## config.mk

```make
export PLATFORM = sky130hd
export DESIGN_NAME = fetch_stage
export DESIGN_NICKNAME = d
export VERILOG_FILES = /design/src/rtl/fetch_stage.sv
export SDC_FILE = /design/constraint.sdc
export NUM_CORES = 1
export LEC_CHECK = 0
export CORE_MARGIN = 3
export CORE_UTILIZATION = 50
export CTS_CLUSTER_DIAMETER = 80
export DETAILED_ROUTE_END_ITERATION = 6
export PLACE_DENSITY = 0.88
export REMOVE_ABC_BUFFERS = 1
export SLEW_MARGIN = 0
export SYNTH_ARGS = -nofsm -noshare
export SYNTH_HDL_FRONTEND = slang
export SYNTH_SLANG_ARGS = --single-unit
```

## constraint.sdc

```tcl
create_clock -name clk -period 3.7 [get_ports clk]
set_input_delay 0.74 -clock clk [delete_from_list [all_inputs] [get_ports clk]]
set_output_delay 0.74 -clock clk [all_outputs]
set_load 0.005 [all_outputs]
```

## src/rtl/fetch_stage.sv

```systemverilog
// Instruction-fetch stage: drives the fetch PC, fills the F/D latch, and holds two bubbles per branch/JAL until execute resolves it.
// Define FETCH_PERF_EN to add the redirectCount output (count of taken redirects).
module fetch_stage #(
    parameter int               DBITS    = 32,
    parameter logic [DBITS-1:0] START_PC = 64,
    parameter logic [DBITS-1:0] NOP_INSN = 32'h3b000099
) (
    input  logic             clk,
    input  logic             reset,
    input  logic [DBITS-1:0] iMemIn,
    input  logic [DBITS-1:0] execStageImm,
    input  logic [DBITS-1:0] execStageRs1,
    input  logic             execStageCmp,
    output logic [DBITS-1:0] pc,
    output logic [DBITS-1:0] instruction
`ifdef FETCH_PERF_EN
    ,
    output logic [31:0]      redirectCount
`endif
);

    localparam logic [1:0] RUN    = 2'd0;
    localparam logic [1:0] WAIT_D = 2'd1;
    localparam logic [1:0] WAIT_E = 2'd2;

    logic [1:0]       state;
    logic [DBITS-1:0] saved_pc4;
    logic             saved_jal;
    logic [DBITS-1:0] pc_plus4;
    logic [DBITS-1:0] redirect_pc;
    logic             is_branch;
    logic             is_jal;

    // Word immediates are scaled to bytes; the sum wraps at DBITS.
    function automatic logic [DBITS-1:0] offset_target(input logic [DBITS-1:0] base,
                                                       input logic [DBITS-1:0] imm);
        return base + (imm << 2);
    endfunction

    assign is_branch = (iMemIn[31:28] == 4'hC);
    assign is_jal    = (iMemIn[31:24] == 8'h01);
    assign pc_plus4  = pc + DBITS'(4);

    always_comb begin
        redirect_pc = saved_pc4;
        if (saved_jal) begin
            redirect_pc = offset_target(execStageRs1, execStageImm);
        end else if (execStageCmp) begin
            redirect_pc = offset_target(saved_pc4, execStageImm);
        end
    end

    always_ff @(posedge clk) begin
        if (reset) begin
            pc          <= START_PC;
            instruction <= NOP_INSN;
            state       <= RUN;
            saved_pc4   <= '0;
            saved_jal   <= 1'b0;
        end else begin
            case (state)
                RUN: begin
                    instruction <= iMemIn;
                    pc          <= pc_plus4;
                    if (is_branch || is_jal) begin
                        saved_jal <= is_jal;
                        saved_pc4 <= pc_plus4;
                        state     <= WAIT_D;
                    end
                end
                WAIT_D: begin
                    instruction <= NOP_INSN;
                    state       <= WAIT_E;
                end
                WAIT_E: begin
                    instruction <= NOP_INSN;
                    pc          <= redirect_pc;
                    state       <= RUN;
                end
                default: begin
                    instruction <= NOP_INSN;
                    state       <= RUN;
                end
            endcase
        end
    end

`ifdef FETCH_PERF_EN
    always_ff @(posedge clk) begin
        if (reset) begin
            redirectCount <= 32'd0;
        end else if (state == WAIT_E && redirect_pc != saved_pc4) begin
            redirectCount <= redirectCount + 32'd1;
        end
    end
`endif

endmodule

```

==> metrics <==
antenna viol nets, final=0; I/O pin count=163; switch share=28.28%; Yosys reg bits=99; Tcrit/Tclk final=96.06%; Starting Density=51.50%; worst vdd ir=0.3170 mV; minimum clock period after layout=3554 ps; remaining global-route overflow=0; post-CTS setup buffer count=0; initial DRC count=809; chip width=131.8 um; cell area power density=294.5 nW/um2; Mapped Cells=1043; clock share of power=34.6%; worst slew pin tran=883.8 ps; RSZ-0062 raised after global routing=no; Diodes inserted=0; unique cell type count in the Yosys netlist=74; hold endpoint=saved_pc4[1]$_SDFFE_PP0P_; quantity of gates resized following cts=0; reg2reg end=pc[25]$_SDFFE_PP0P_; placed cell areas=10070 um2; Vias/cell=5.887; Setup Total Neg Slack=0 ps; Slew HR=41.08%; status=finished, final reports clean; Comb power frac=28.4%; Data arrival, critical path=3760 ps; worst skew pair latency=350 ps; final wirelength=24.66 mm; reg-to-reg slack, setup=770 ps; Fin Clk Skew=7.129 ps; CTS Sinks=99; Avg Cell Area, Syn=7.590 um2; Primary FF master, synth=dfxtp_1; cts hold-fix bufs=0; nets=1379; reg2reg path depth=10; Max Cap Viol=0; clock buffer depth=2; Root Driver=clkbuf_16; DR vias=8448; GP Congestion=0.9590; hold path cells=2; Setup CP Type=in2reg; Synth Cell Area=7916 um2; initial antenna violation count=0; Sequential Power Share=37.0%; RR Startpoint=saved_pc4[3]$_SDFFE_PP0P_; final setup vio count=0; async set-reset flop share out of synthesis=0%; highest-count cells in the layout ignoring fill and taps=clkdlybuf4s50_1, a21oi_1, nor2_1; final instance area=10430 um2; first-pass GRT wire length=40.80 mm; final count of pins violating max slew=0; critical path endpoint category=flop; fin cells=1435; most common cell after layout, fill and taps aside=clkdlybuf4s50_1; Critical Path RT=3910 ps; Overall Power=3.073 mW; Placed Instances=1419; IO buf count=160; P_leak=4.146 nW; NetSw=0.8688 mW; FMAX=0.2814 GHz; post-DR wirelength/cell=17.19 um; Internal=2.204 mW; CTS tree=done; vias in the first global route=8125; die height=131.8 um; CP Max Fanout=3; Clock transition at path regs=70 ps; Num CTS Buffers=9; Synth-to-Final Area Change=31.78%; H-tree depth=3; largest net degree at the start of global routing=56; number of synthesis warnings=0; Hold Fails Final Rpt=0; total die area=17380 um2; Pre-Repair DR Iteration Count=6; Tot GR Track Use=28.08%; DP HPWL=19.18 mm; hold_sp=saved_pc4[1]$_SDFFE_PP0P_; ratio of cells with drive above 1 in the final layout=9.722%; crit start category=primary input; Post-synth EDFFs=0; core area=15370 um2; sequential share of the synthesized area=25.04%; DR DRC count=0; Min-Delay Path Class=reg2reg; # rows=45
==> synthesized netlist by cell type (20+ instances only) <==
master    number  area share, %
nor2_1       114            5.4
a21oi_1      116            7.3
xnor2_1       42            4.6
clkbuf_1      40            1.9
nor3_1        27            1.7
xor2_1        29            3.2
nand2_1       83            3.9
ha_1          59            9.3
nand3_1       20            1.3
inv_1         23            1.1
a21o_1        35            3.3
dfxtp_1       99             25
and2_1        24            1.9
a211oi_1      43            4.1
o21ai_0       56            3.5
==> cell type report <==
class | instances | area (um2)
timing repair buffer | 228 | 2145
clock inverter | 6 | 111.4
sequential | 99 | 1984
multi-input combinational | 857 | 5609
tap | 211 | 264.0
fill | 1263 | 4938
inverter | 24 | 90.09
clock buffer | 10 | 229.0
==> per-layer routing <==
| layer | part of all wire [%] | track usage (%) |
|---|---|---|
| met1 | 44 | 38.40 |
| met2 | 44 | 44.24 |
| met3 | 9.9 | 7.137 |
| met4 | 2.0 | 7.585 |
| met5 | 0 | 0 |
==> worst max-delay path: stages <==
cell and delay, ps:
clkdlybuf4s50_1 430, ha_1 250, fa_2 380, a21o_1 240
a311oi_4 330, nor4b_2 110, o21a_1 210, o22ai_2 220
nor4_1 80, or4_1 400, a21boi_1 270, o32ai_1 110
==> per-stage QoR <==
step | hold WS [ps] | worst slack [ps] | utilization, %
4_1_cts | 456.8 | 44.03 | 67.74
3_3_place_gp | 441.7 | -232.8 | 65.53
5_1_grt | 474.4 | 2.261 | 67.87
2_1_floorplan | 429.6 | 461.8 | -
3_5_place_dp | 447.3 | -301.1 | 65.53
6_report | 455.7 | 145.8 | 67.87
==> power by group through the flow <==
stage | registers, mW | clock network [mW] | logic, mW
after floorplan | 1.16 | 0 | 0.458
after global placement | 1.16 | 0 | 0.832
after detailed placement | 1.16 | 0 | 0.846
after CTS | 1.14 | 1.08 | 0.853
after global routing | 1.14 | 1.12 | 0.952
final | 1.14 | 1.06 | 0.871
==> cells by family (layout without fill, tap and decap cells) <==
group / count (synthesis) / in the layout / share of synthesized area, %
AO/OA/AOI/OAI: 342 / 342 / 27.90
buffers and inverters: 87 / 268 / 4.441
AND/OR/NAND/NOR: 362 / 362 / 22.14
multiplexers: 21 / 21 / 2.797
XOR/XNOR: 71 / 71 / 7.855
adder cells (fa/ha/maj): 61 / 61 / 9.831
flip-flops: 99 / 99 / 25.04
==> flip-flops by register name, summed over array words and instances (netlist names) <==
| name | cells |
|---|---|
| state | 2 |
| pc | 32 |
| instruction | 32 |
| saved_pc4 | 32 |
| saved_jal | 1 |
==> how the worst max path moves through the flow <==
stage	from	endpoint	slack, ps
2_1_floorplan	iMemIn[25]	saved_pc4[11]$_SDFFE_PP0P_	460
5_1_grt	execStageImm[0]	pc[26]$_SDFFE_PP0P_	2
6_report	execStageImm[0]	pc[30]$_SDFFE_PP0P_	150
4_1_cts	execStageImm[0]	pc[28]$_SDFFE_PP0P_	40
3_5_place_dp	execStageImm[0]	pc[30]$_SDFFE_PP0P_	-300
3_3_place_gp	execStageImm[0]	pc[24]$_SDFFE_PP0P_	-230
(Power assumes the default switching activity.)
